File: config.mk
export PLATFORM = sky130hd
export DESIGN_NAME = msp430_reg_file
export DESIGN_NICKNAME = d
export VERILOG_FILES = /design/src/rtl/msp430_pkg.sv /design/src/rtl/msp430_const_gen.sv /design/src/rtl/msp430_reg_file.sv
export SDC_FILE = /design/constraint.sdc
export NUM_CORES = 1
export LEC_CHECK = 0
export CORE_MARGIN = 5
export CORE_UTILIZATION = 40
export CTS_CLUSTER_DIAMETER = 120
export CTS_CLUSTER_SIZE = 12
export DETAILED_ROUTE_END_ITERATION = 10
export GPL_TIMING_DRIVEN = 0
export RECOVER_POWER = 25
export SLEW_MARGIN = 5
export SYNTH_ARGS = -nofsm -noshare
export SYNTH_HDL_FRONTEND = slang
export SYNTH_SLANG_ARGS = --single-unit
File: constraint.sdc
create_clock -name clk -period 6.1 [get_ports clk]
set_input_delay 1.22 -clock clk [delete_from_list [all_inputs] [get_ports clk]]
set_output_delay 1.22 -clock clk [all_outputs]
set_load 0.05 [all_outputs]
File: src/rtl/msp430_pkg.sv
// rtl/msp430_pkg.sv - shared constants and helpers for the MSP430 register file
package msp430_pkg;

    typedef logic [15:0] word_t;

    localparam logic [3:0] REG_PC  = 4'd0;
    localparam logic [3:0] REG_SP  = 4'd1;
    localparam logic [3:0] REG_SR  = 4'd2;
    localparam logic [3:0] REG_CG2 = 4'd3;

    typedef enum logic [1:0] {
        AS_REG = 2'b00,
        AS_IDX = 2'b01,
        AS_IND = 2'b10,
        AS_INC = 2'b11
    } as_mode_e;

    localparam word_t CG_ZERO   = 16'h0000;
    localparam word_t CG_ONE    = 16'h0001;
    localparam word_t CG_TWO    = 16'h0002;
    localparam word_t CG_FOUR   = 16'h0004;
    localparam word_t CG_EIGHT  = 16'h0008;
    localparam word_t CG_MINUS1 = 16'hFFFF;

    // PC and SP are word pointers, so bit0 is never stored
    function automatic word_t align_word(input word_t v);
        return {v[15:1], 1'b0};
    endfunction

endpackage

File: src/rtl/msp430_const_gen.sv
// rtl/msp430_const_gen.sv - constant generator on R2/R3 for the source read port
import msp430_pkg::*;

module msp430_const_gen (
    input  logic [3:0]  i_sa,
    input  logic [1:0]  i_as,
    input  logic [15:0] i_sr,
    output logic        o_is_const,
    output logic [15:0] o_value
);

    as_mode_e w_mode;

    assign w_mode = as_mode_e'(i_as);

    // R2 in register mode still yields SR, so this block owns every R2/R3 read
    always_comb begin
        o_is_const = 1'b0;
        o_value    = CG_ZERO;
        if (i_sa == REG_SR) begin
            o_is_const = 1'b1;
            case (w_mode)
                AS_REG: o_value = i_sr;
                AS_IDX: o_value = CG_ZERO;
                AS_IND: o_value = CG_FOUR;
                AS_INC: o_value = CG_EIGHT;
            endcase
        end else if (i_sa == REG_CG2) begin
            o_is_const = 1'b1;
            case (w_mode)
                AS_REG: o_value = CG_ZERO;
                AS_IDX: o_value = CG_ONE;
                AS_IND: o_value = CG_TWO;
                AS_INC: o_value = CG_MINUS1;
            endcase
        end
    end

endmodule

File: src/rtl/msp430_reg_file.sv
// rtl/msp430_reg_file.sv - MSP430 sixteen-entry register file with PC/SP/SR side ports
import msp430_pkg::*;

module msp430_reg_file (
    input  logic        clk,
    input  logic        rst,
    input  logic [15:0] RST_VEC,
    input  logic        RW,
    input  logic [3:0]  DA,
    input  logic [3:0]  SA,
    input  logic [1:0]  As,
    input  logic [15:0] Din,
    input  logic [15:0] reg_PC_in,
    input  logic [15:0] reg_SP_in,
    input  logic [15:0] reg_SR_in,
    output logic [15:0] Dout,
    output logic [15:0] Sout,
    output logic [15:0] reg_PC_out,
    output logic [15:0] reg_SP_out,
    output logic [15:0] reg_SR_out
);

    logic [15:0] r_pc;
    logic [15:0] r_sp;
    logic [15:0] r_sr;
    logic [15:0] r_gpr [0:11];

    logic        w_pc_wr;
    logic        w_sp_wr;
    logic        w_sr_wr;
    logic [15:0] w_regs [0:15];
    logic        w_is_const;
    logic [15:0] w_cg_value;

    assign w_pc_wr = RW && (DA == REG_PC);
    assign w_sp_wr = RW && (DA == REG_SP);
    assign w_sr_wr = RW && (DA == REG_SR);

    // Datapath writes win over the fetch/stack/status update paths
    always_ff @(posedge clk) begin
        if (rst) begin
            r_pc <= align_word(RST_VEC);
            r_sp <= CG_ZERO;
            r_sr <= CG_ZERO;
            for (int i = 0; i < 12; i++) begin
                r_gpr[i] <= CG_ZERO;
            end
        end else begin
            r_pc <= align_word(w_pc_wr ? Din : reg_PC_in);
            r_sp <= align_word(w_sp_wr ? Din : reg_SP_in);
            r_sr <= w_sr_wr ? Din : reg_SR_in;
            for (int i = 4; i < 16; i++) begin
                if (RW && (DA == 4'(i))) begin
                    r_gpr[i-4] <= Din;
                end
            end
        end
    end

    // R3 has no storage and always reads as zero on the destination port
    always_comb begin
        w_regs[0] = r_pc;
        w_regs[1] = r_sp;
        w_regs[2] = r_sr;
        w_regs[3] = CG_ZERO;
        for (int i = 0; i < 12; i++) begin
            w_regs[i+4] = r_gpr[i];
        end
    end

    msp430_const_gen u_const_gen (
        .i_sa       (SA),
        .i_as       (As),
        .i_sr       (r_sr),
        .o_is_const (w_is_const),
        .o_value    (w_cg_value)
    );

    assign Dout       = w_regs[DA];
    assign Sout       = w_is_const ? w_cg_value : w_regs[SA];
    assign reg_PC_out = r_pc;
    assign reg_SP_out = r_sp;
    assign reg_SR_out = r_sr;

endmodule

# Yosys cells after proc, flatten, opt, wreduce, memory -nomap -nowiden
# Memory sizes are Yosys's and may differ from the RTL's.
# Cells that the tools add are included.
[classes] add_sub_neg=0 n_mul=0 div=0 n_lt_le_gt_ge=2 n_eq_ne=19 shifts=0 mux=67 bitwise_logic=14 reduce_logical=17
[ops] operator="two-way mux 16 bit" count=23
[ops] operator="binary-select mux 16 bit (select 4 bit)" count=2
[ops] operator="case mux 16 bit (4 select lines)" count=2
[ops] operator="two-way mux 1 bit" count=40
[ops] operator="equality test 4 bit (second input constant)" count=8
[ops] operator="equality test 4 x 3 -> 1 bit (second input constant)" count=4
[ops] operator="logical AND 1 bit" count=15
[ops] operator="equality test 4 x 2 -> 1 bit (second input constant)" count=3
[ops] operator="OR 1 bit" count=12
[ops] operator="greater-or-equal comparator 5 bit (second input constant)" count=2
[ops] operator="inverter 4 -> 5 bit" count=2
[ops] operator="equality test 2 bit (second input constant)" count=2
[ops] operator="equality test 4 x 1 -> 1 bit (second input constant)" count=1
[ops] operator="logical NOT 4 bit" count=1
[ops] operator="equality test 2 x 1 -> 1 bit (second input constant)" count=1
[ops] operator="logical NOT 2 bit" count=1
[totals] register_bits=48 latchBits=0 ram_bits=192 romBits=0 in_bits=93 output_inout_bits=80 elab_cells=124 n_memories=1
[mem_list] memory="r_gpr" words=12 word_bits=16 rd=12 rd_ports_with_merged_regs=0 wr=12 line="msp430_reg_file.sv:26" text="logic [15:0] r_gpr [0:11];"

# Depth between registers and ports, before layout
# Gate-level depths: netlist (run 1).
[depth] depth_word=6 depth_mapped=8 mapped_depth_nobuf=4

# Hierarchy
# From an unflattened synthesis (run 1), not the netlist that was laid out.
[unflattened] hier_cells=1036 area_unflattened_um2=12737.2
[modules_own_cells] mod="msp430_reg_file" instances=1 cells_per_inst=1004 area_each_um2=12507.0 seq_area_each_um2=6686.4
[modules_own_cells] mod="msp430_const_gen" instances=1 cells_per_inst=32 area_each_um2=230.2 seq_area_each_um2=0.0

# Worst setup path before layout (run 1)
# OpenSTA, ideal clock, no wires.
[synth_timing] path_kind="input-to-output" from="input SA[0]" to="output Sout[2]" arrival_ns=3.640 required_time_ns=4.880 slack_ns=1.240 stages=5 path_buffers=3 path_cell_list="buf_2 -> buf_2 -> buf_4 -> o311a_1 -> nor4_1"
[synth_between] elab_chain_cells=5 word_cells_on_any_way=11 classes_between="eq/ne (2); mux (8); bitwise (1)"
[synth_rtl] item="from (decl)" line="msp430_reg_file.sv:10" text="input logic [3:0] SA,"
[synth_rtl] item="inverter 4 -> 5 bit (not written as such)" line="msp430_reg_file.sv:80" text="assign Sout = w_is_const ? w_cg_value : w_regs[SA];"
[synth_rtl] item="binary-select mux 16 bit (select 4 bit)" line="msp430_reg_file.sv:80"
[synth_rtl] item="two-way mux 16 bit (not written as such) (2 in series)" line="msp430_reg_file.sv:80"
[synth_rtl] item="two-way mux 16 bit (*)" line="msp430_reg_file.sv:80"
[synth_rtl] item="to (decl)" line="msp430_reg_file.sv:17" text="output logic [15:0] Sout,"
# Mark *: on every way between the ends. The rest lies on a longest branch, timed or not. The select of a mux whose other input is x is not followed.

# Final worst setup path (run 1)
[layout_timing] from="input DA[0]" to="output Dout[3]"
[layout_between] elab_chain_cells=4
[layout_rtl] item="from (decl)" line="msp430_reg_file.sv:9" text="input logic [3:0] DA,"
[layout_rtl] item="inverter 4 -> 5 bit (not written as such)" line="msp430_reg_file.sv:79" text="assign Dout = w_regs[DA];"
[layout_rtl] item="binary-select mux 16 bit (select 4 bit)" line="msp430_reg_file.sv:79"
[layout_rtl] item="two-way mux 16 bit (not written as such) (2 in series)" line="msp430_reg_file.sv:79"
[layout_rtl] item="to (decl)" line="msp430_reg_file.sv:16" text="output logic [15:0] Dout,"
# No other way between the ends. The select of a mux whose other input is x is not followed.

==> metrics.yaml, run 1 <==
status: "finished, final reports clean"
path_class: "input port to output port"
worstSetupStartpointType: "input port"
fmax_ghz: 0.168
synth_largest_area_cell: "edfxtp_1"
portBuffers: 164
tightest_slew_ns: 1.16
slew-limit-headroom_pct: 22.7
yosys_warnings: 0
cts_hold_buf: 0
drtAntennaViolNets: 0
track_usage_pct: 25.9
grt_overflow: 0
nNetsFinal: 1332
antenna_found_initial: 1
post_cts_buffers: 0
synthTopCellsByArea: "edfxtp_1 46%, mux4_2 13%, dfxtp_1 7.4%"
start_util_pct: 40.7
fp-row-count: 64
synth_ff_type: "edfxtp_1"
area.growth.synth_to_final_pct: 22.3
synth_cell_types: 46
initialDrtViolationCount: 1167
cp-end-kind: "output port"
crit_fanout: 10
via_count: 9820
clk_pin_slew_ns: 0.07
p_sw_share_pct: 29.3
netlist_top_cells_count: "192 x edfxtp_1, 168 x nor2_1, 83 x nand2_1, 73 x mux2i_1, 72 x mux4_2"
place_congestion: 0.925
cts_tree: "built"
dp_hpwl_mm: 34.5
fillCellCount: 2733
detail_route.first_pass.iterations: 6
grt_pass1_vias: 9911
min_path_type: "input port to flip-flop"
arrival_ns: 4.74
grt_pass1_wl_mm: 67.7
required_ns: 4.88
clk_path_buf_depth: 3
ios: 173
p_comb_share_pct: 20.7
clock_sinks: 238
rsz0062_at_grt: "no"
drc: 0
coreArea_mm2: 0.0307
drt-wirelength-per-cell_um: 28.2
drive_above_1_share_pct: 13.3
diodes: 0
p_seq_share_pct: 47.0
die-height_um: 187
total_power_w: 0.00410
finalSetupViolCount: 0
post-synth-top-count-cell: "edfxtp_1"
grt_start_max_net_pins: 17
p_clk_share_pct: 32.3
avgSynthCellArea_um2: 11.9
fin_setup_tns_ns: 0
drt-vias-per-instance: 5.95
die-area_mm2: 0.0349
slew_violations: 0
finalHoldViolations: 0
postCtsResizedCells: 0
drt_wl_total_mm: 46.5
die_x_um: 187
synthCells: 1049
netlist_area_mm2: 0.0125
cts_root_buf: "clkbuf_16"
met1_length_mm: 18.2
wl_met2_mm: 22.0
highest_layer: "met4"
final.min_clock_period_ns: 5.96
ys_async_sr_fraction_pct: 0
period_share_pct: 97.6
internal_power_w: 0.00290
power_density_mw_per_mm2: 268
cts_buffers: 23
synth.top_cell.area_share_pct: 46.0
ys_ff_latch: 238
vdd_drop_max_v: 0.000212
route.met3.wl_mm: 5.26
synth_edf_count: 192
power.leakage_nw: 5.60
cap_violations: 0
ys_seq_area_share_pct: 53.4
ctsHtreeMaxLevel: 1
power.switching_w: 0.00120
-- logic make-up (layout without fill, tap and decap cells) --
logic type             count (synthesis)  count (layout)  share of synthesized area (%)
muxes                                167             167                           20.9
buffers and inverters                119             323                           4.49
AOI/OAI and AO/OA                    176             176                           9.00
other                                  1               2                         0.0299
and+or+nand+nor                      348             348                           12.2
DFF                                  238             238                           53.4
-- power by group through the flow --
stage	logic (W)	clock network [W]	registers, W
floorplan	0.000451	0	0.00200
global placement	0.000839	0	0.00196
detailed placement	0.000841	0	0.00196
global route	0.000882	0.00140	0.00194
CTS	0.000846	0.00133	0.00193
finish	0.000850	0.00132	0.00193
-- worst max-delay path, cell delays in order --
cell             delay, ns
dlygate4sd3_1         0.70
buf_6                 0.24
buf_6                 0.21
and2_1                0.19
clkbuf_1              0.71
a22oi_1               0.16
a21oi_1               0.35
a21oi_1               0.16
clkdlybuf4s50_1       0.78
-- state kept, by name, summed over array words and instances (netlist names) --
signal	flops
reg_PC_out	15
reg_SR_out	16
r_gpr	192
reg_SP_out	15
-- through the flow --
stage / setup WS, ns / std cells / utilization [%] / instance area [µm²] / hold WS [ns]
after CTS: 0.355 / 1650 / 49.8 / 15300 / 1.24
after floorplan: 1.24 / 1050 / - / 12500 / 1.33
after detailed placement: 0.371 / 1610 / 47.7 / 14700 / 1.78
after global routing: 0.141 / 1650 / 49.8 / 15300 / 1.26
after global placement: 0.357 / 1610 / 47.7 / 14700 / 1.78
final: 0.144 / 1650 / 49.8 / 15300 / 1.25
-- layout make-up --
class	count	area, µm²	share of cell area (%)
plain buffers	100	487	3.18
flip-flops and latches	238	6690	43.7
repair buffers	164	1640	10.7
inverters	19	71.3	0.466
clock buffers	40	649	4.24
well taps	396	495	3.24
multi-input cells	693	5280	34.5
-- layout by cell type (no fill, tap or decap), types with 2 or more instances in the layout --
cell type,n
a211o_1,9
a21oi_1,66
a221o_1,14
a221oi_1,15
a22oi_1,21
and2_1,3
and3_1,2
buf_2,29
buf_4,14
buf_6,3
clkbuf_1,69
clkbuf_16,23
clkdlybuf4s50_1,142
conb_1,2
dfxtp_1,46
dlygate4sd3_1,22
edfxtp_1,192
inv_1,19
mux2_2,21
mux2i_1,73
mux4_2,72
nand2_1,83
nand2b_1,28
nand3_1,21
nor2_1,168
nor2b_1,21
nor3_1,5
nor3b_1,2
nor4_1,7
o21ai_0,34
o21ai_1,3
o22ai_1,6
o31ai_1,2
-- worst paths after layout --
check	startpoint	end	depth (start not counted)
setup / recovery	DA[0]	Dout[3]	9
hold / removal	reg_SR_in[2]	reg_SR_out[2]$_SDFF_PP0_	3
-- metal layers --
layer	up-vias	global-route usage, %
met2	629	42.8
li1	4288	-
met3	80	6.44
met4	0	5.77
met5	-	0
met1	4823	34.7
(Power assumes the default switching activity.)
==> run 2, diff against run 1 <==
--- a/config.mk
+++ b/config.mk
@@ -10,9 +10,10 @@
 export CTS_CLUSTER_DIAMETER = 120
 export CTS_CLUSTER_SIZE = 12
 export DETAILED_ROUTE_END_ITERATION = 10
+export GPL_ROUTABILITY_DRIVEN = 0
 export GPL_TIMING_DRIVEN = 0
 export RECOVER_POWER = 25
-export SLEW_MARGIN = 5
+export SLEW_MARGIN = 25
 export SYNTH_ARGS = -nofsm -noshare
 export SYNTH_HDL_FRONTEND = slang
 export SYNTH_SLANG_ARGS = --single-unit
==> run 2 against run 1 <==
Net effect:
- die area unchanged
- combinational power about the same
- flip-flop and latch count stayed put
- global-route usage grew 0.096 points
- worst hold slack better by 0.0035 ns
==> metrics.yaml, run 2 (synthesis gave the netlist of run 1 again) <==
start_util_pct: 40.7  # unchanged
finalSetupViolCount: 0  # unchanged
drive_above_1_share_pct: 13.6  # was 13.3%
top_register: "r_gpr"  # unchanged
min_path_type: "input port to flip-flop"  # unchanged
crit_fanout: 10  # unchanged
post_cts_buffers: 0  # unchanged
clk_path_buf_depth: 3  # unchanged
min_from: "reg_SR_in[2]"  # unchanged
tightest_slew_ns: 1.13  # was 1.16 ns
drc: 0  # unchanged
power_density_mw_per_mm2: 268  # about the same
die_x_um: 187  # unchanged
status: "finished, final reports clean"  # unchanged
drt-vias-per-instance: 5.94  # was 5.95
portBuffers: 164  # unchanged
utilization_pct: 49.8  # about the same
die-height_um: 187  # unchanged
drt-wirelength-per-cell_um: 28.2  # about the same
largest_reg_flops: 192  # unchanged
rsz0062_at_grt: "no"  # unchanged
total_power_w: 0.00411  # was 0.00410 W
cts_tree: "built"  # unchanged
startpoint: "DA[0]"  # unchanged
die-area_mm2: 0.0349  # unchanged
placed_area_mm2: 0.0147  # about the same
fillCellCount: 2769  # was 2733
ctsHtreeMaxLevel: 1  # unchanged
fin_setup_tns_ns: 0  # unchanged
path_class: "input port to output port"  # unchanged
required_ns: 4.88  # about the same
drtAntennaViolNets: 0  # unchanged
crit_slowest_cell: "clkdlybuf4s50_1"  # unchanged
slew_violations: 0  # unchanged
grt_start_max_net_pins: 17  # unchanged
vdd_drop_max_v: 0.000215  # was 0.000212 V
diodes: 0  # unchanged
fmax_ghz: 0.169  # was 0.168 GHz
ios: 173  # unchanged
grt_pass1_wl_mm: 67.8  # was 67.7 mm
power.leakage_nw: 5.59  # was 5.60 nW
grt_pass1_vias: 9866  # was 9911
postCtsResizedCells: 0  # unchanged
cap_violations: 0  # unchanged
dp_hpwl_mm: 34.5  # about the same
initialDrtViolationCount: 1210  # was 1167
max_stage_delay_ns: 0.78  # about the same
clk_pin_slew_ns: 0.06  # was 0.07 ns
hold_ws_ns: 1.25  # about the same
cts_buffers: 23  # unchanged
cts_hold_buf: 0  # unchanged
period_share_pct: 97.1  # was 97.6%
cp-end-kind: "output port"  # unchanged
via_count: 9806  # was 9820
slew-limit-headroom_pct: 24.6  # was 22.7%
layout_commonest_cell: "edfxtp_1"  # unchanged
detail_route.first_pass.iterations: 6  # unchanged
worstSetupStartpointType: "input port"  # unchanged
grt_overflow: 0  # unchanged
finalInstanceArea_mm2: 0.0153  # about the same
cp_cell_sequence: "dlygate4sd3_1 -> buf_6 -> buf_6 -> and2_1 -> clkbuf_1 -> a22oi_1 -> a21oi_1 -> a21oi_1 -> clkdlybuf4s50_1"  # unchanged
fp-row-count: 64  # unchanged
nNetsFinal: 1332  # unchanged
finalHoldViolations: 0  # unchanged
clock_sinks: 238  # unchanged
drt_wl_total_mm: 46.5  # about the same
final_cell_mix: "192 x edfxtp_1, 168 x nor2_1, 147 x clkdlybuf4s50_1"  # was 192 x edfxtp_1, 168 x nor2_1, 142 x clkdlybuf4s50_1
track_usage_pct: 25.9  # about the same
cts_root_buf: "clkbuf_16"  # unchanged
antenna_found_initial: 0  # was 1
final.min_clock_period_ns: 5.92  # was 5.96 ns
coreArea_mm2: 0.0307  # unchanged
arrival_ns: 4.70  # was 4.74 ns
area.growth.synth_to_final_pct: 22.3  # about the same
-- run 2: cell types whose count changed in the layout (fill, tap and decap cells not counted), sizes merged --
cell and delta:
clkdlybuf4s50 +5, dlygate4sd3 -5, buf -1, clkbuf +1
-- run 2: final cells by class --
class	instances	area [µm²]	share of cell area, %
multi-input cells	693	5290	34.5
clock buffers	40	649	4.24
well taps	396	495	3.24
plain buffers	100	483	3.15
repair buffers	164	1640	10.7
flip-flops and latches	238	6690	43.7
inverters	19	71.3	0.466
-- run 2: path summary, 6_finish.rpt --
| path | to | slack [ns] | cells past startpoint |
|---|---|---|---|
| max | Dout[3] | 0.18 | 9 |
| min | reg_SR_out[2]$_SDFF_PP0_ | 1.25 | 3 |
-- run 2: worst max-delay path, delay by kind of cell --
kind	cells	cell delay, ns
AND/OR/NAND/NOR	1	0.19
buffers and inverters	5	2.59
AO/OA/AOI/OAI	3	0.69
-- run 2: routing by layer --
| layer | global-route usage [%] | wire length [µm] | vias to the layer above |
|---|---|---|---|
| met5 | 0 | 0 | - |
| met4 | 6.54 | 1100 | 0 |
| met3 | 7.33 | 5630 | 63 |
| met2 | 42.5 | 21800 | 622 |
| met1 | 34.4 | 18000 | 4830 |
| li1 | - | - | 4291 |
-- run 2: metrics by stage --
stage / cells / setup slack [ns]
CTS: 1650 / 0.353
global route: 1650 / 0.124
detailed placement: 1610 / 0.367
floorplan: 1050 / 1.24
finish: 1650 / 0.177
global placement: 1610 / 0.357
-- run 2: where the power goes --
group,internal [W],switching (W)
registers,0.00186,0.0000670
clock network,0.000716,0.000612
logic,0.000323,0.000527
total,0.00290,0.00121
==> run 3, diff against run 2 <==
--- a/config.mk
+++ b/config.mk
@@ -5,6 +5,8 @@
 export SDC_FILE = /design/constraint.sdc
 export NUM_CORES = 1
 export LEC_CHECK = 0
+export CELL_PAD_IN_SITES_DETAIL_PLACEMENT = 0
+export CELL_PAD_IN_SITES_GLOBAL_PLACEMENT = 1
 export CORE_MARGIN = 5
 export CORE_UTILIZATION = 40
 export CTS_CLUSTER_DIAMETER = 120
@@ -12,7 +14,9 @@
 export DETAILED_ROUTE_END_ITERATION = 10
 export GPL_ROUTABILITY_DRIVEN = 0
 export GPL_TIMING_DRIVEN = 0
+export PLACE_DENSITY_LB_ADDON = 0.1
 export RECOVER_POWER = 25
+export SKIP_LAST_GASP = 1
 export SLEW_MARGIN = 25
 export SYNTH_ARGS = -nofsm -noshare
 export SYNTH_HDL_FRONTEND = slang
==> run 3 against run 2 <==
Net effect:
- global-route usage rose by 1.4 points
- final cell count fell by 0.55%
- clock-buffer cell count fell by 11
- sequential share of layout area rose by 0.057 points
- critical path depth fell by 2
- clock power barely moved
- die area did not move
- flip-flop and latch count did not move
- worst hold slack got worse by 0.020 ns
- non-clock buffer count did not move
- maximum frequency fell by 1.2%
- combinational power rose by 1%
- largest cell class unchanged
- largest power group unchanged
==> metrics.yaml, run 3 (synthesis gave the netlist of run 1 again) <==
die-area_mm2: 0.0349  # unchanged
track_usage_pct: 27.3  # was 25.9%
clock_sinks: 238  # unchanged
power.leakage_nw: 5.57  # was 5.59 nW
power_density_mw_per_mm2: 268  # about the same
status: "finished, final reports clean"  # unchanged
slew_violations: 0  # unchanged
path_class: "input port to output port"  # unchanged
drtAntennaViolNets: 0  # unchanged
drive_above_1_share_pct: 13.8  # was 13.6%
fillCellCount: 2807  # was 2769
worst-path-buf-inv: 5  # unchanged
max_stage_delay_ns: 0.87  # was 0.78 ns
cts_tree: "built"  # unchanged
cp_cell_sequence: "dlygate4sd3_1 -> clkbuf_1 -> buf_2 -> buf_2 -> mux2i_1 -> a21oi_1 -> clkdlybuf4s50_1"  # was dlygate4sd3_1 -> buf_6 -> buf_6 -> and2_1 -> clkbuf_1 -> a22oi_1 -> a21oi_1 -> a21oi_1 -> clkdlybuf4s50_1
ctsHtreeMaxLevel: 1  # unchanged
vdd_drop_max_v: 0.000201  # was 0.000215 V
tightest_slew_ns: 1.01  # was 1.13 ns
worstSetupStartpointType: "input port"  # unchanged
grt_start_max_net_pins: 17  # unchanged
post_cts_buffers: 0  # unchanged
ff_latch_area_mm2: 0.00669  # unchanged
finalHoldViolations: 0  # unchanged
fp-row-count: 64  # unchanged
area.growth.synth_to_final_pct: 22.1  # was 22.3%
grt-busiest-layer: "met2"  # unchanged
clk_path_buf_depth: 3  # unchanged
whs_endpoint: "reg_SR_out[7]$_SDFF_PP0_"  # was reg_SR_out[2]$_SDFF_PP0_
final.min_clock_period_ns: 5.99  # was 5.92 ns
via_count: 9847  # was 9806
worst-path-stages: 7  # was 9
cts_buffers: 23  # unchanged
drt-vias-per-instance: 6.00  # was 5.94
drt_wl_total_mm: 49.4  # was 46.5 mm
rsz0062_at_grt: "no"  # unchanged
clk_pin_slew_ns: 0.07  # was 0.06 ns
crit_fanout: 10  # unchanged
antenna_found_initial: 1  # was 0
period_share_pct: 98.2  # was 97.1%
min_from: "reg_SR_in[7]"  # was reg_SR_in[2]
diodes: 0  # unchanged
coreArea_mm2: 0.0307  # unchanged
initialDrtViolationCount: 1078  # was 1210
layout_commonest_cell: "edfxtp_1"  # unchanged
drt-wirelength-per-cell_um: 30.1  # was 28.2 µm
fmax_ghz: 0.167  # was 0.169 GHz
start_util_pct: 40.7  # unchanged
cap_violations: 0  # unchanged
timing.final.ws_setup_ns: 0.108  # was 0.177 ns
grt_use_met2_pct: 43.9  # was 42.5%
cpLargestDelayFamily: "buffers and inverters"  # unchanged
use_met3_pct: 7.76  # was 7.33%
required_ns: 4.88  # about the same
grt_overflow: 0  # unchanged
dp_hpwl_mm: 36.1  # was 34.5 mm
cp-end-kind: "output port"  # unchanged
grt_pass1_vias: 9907  # was 9866
finalSetupViolCount: 0  # unchanged
crit_slowest_cell: "clkdlybuf4s50_1"  # unchanged
ios: 173  # unchanged
nNetsFinal: 1332  # unchanged
place_ws_ns: 0.367  # about the same
hold_ws_ns: 1.23  # was 1.25 ns
largest_reg_flops: 192  # unchanged
drc: 0  # unchanged
startpoint: "DA[3]"  # was DA[0]
grt_pass1_wl_mm: 70.0  # was 67.8 mm
fin_setup_tns_ns: 0  # unchanged
multiInputGateArea_mm2: 0.00530  # was 0.00529 mm²
whs_path_depth: 3  # unchanged
top_register: "r_gpr"  # unchanged
cts_root_buf: "clkbuf_16"  # unchanged
portBuffers: 164  # unchanged
postCtsResizedCells: 0  # unchanged
crit_top_cell: "buf_2"
met1_usage_pct: 37.3  # was 34.4%
cts_hold_buf: 0  # unchanged
min_path_type: "input port to flip-flop"  # unchanged
die-height_um: 187  # unchanged
arrival_ns: 4.77  # was 4.70 ns
final_cell_mix: "192 x edfxtp_1, 168 x nor2_1, 147 x clkdlybuf4s50_1"  # unchanged
die_x_um: 187  # unchanged
detail_route.first_pass.iterations: 5  # was 6
slew-limit-headroom_pct: 32.8  # was 24.6%
run 3: cell types whose count changed in the layout (fill, tap and decap cells not counted), sizes merged:
cell	before	now
buf	46	45
clkbuf	94	84
clkinv	0	1
inv	19	20
run 3: how the worst max path moves through the flow:
stage / endpoint / slack [ns]
2_1_floorplan: Sout[2] / 1.24
3_3_place_gp: Dout[0] / 0.36
3_5_place_dp: Dout[0] / 0.37
4_1_cts: Dout[4] / 0.36
5_1_grt: Dout[14] / 0.13
6_report: Dout[0] / 0.11
run 3: cell type report:
class	count	share of cell area, %
multi-input combinational	693	34.6
clock buffer	29	3.91
inverter	19	0.466
timing repair buffer	164	10.7
buffer	100	3.17
clock inverter	2	0.155
tap	396	3.24
sequential	238	43.7
run 3: per-layer routing:
metal | share of wire, % | vias to the layer above
li1 | - | 4282
met1 | 41 | 4889
met3 | 11 | 76
met4 | 2.5 | 2
met5 | 0.026 | -
met2 | 46 | 598
run 3: through the flow:
step	total power, W	instance area [µm²]	std cells	util, %
floorplan	0.00245	12500	1050	-
global placement	0.00281	14700	1610	47.7
detailed placement	0.00282	14700	1610	47.7
CTS	0.00411	15300	1641	49.8
global route	0.00421	15300	1641	49.7
finish	0.00410	15300	1641	49.7
run 3: report_power, final:
group	switching, W	internal [W]	leakage [nW]	total, W
clock network	0.000623	0.000686	0.302	0.00131
registers	0.0000667	0.00186	2.23	0.00193
logic	0.000538	0.000323	3.04	0.000862
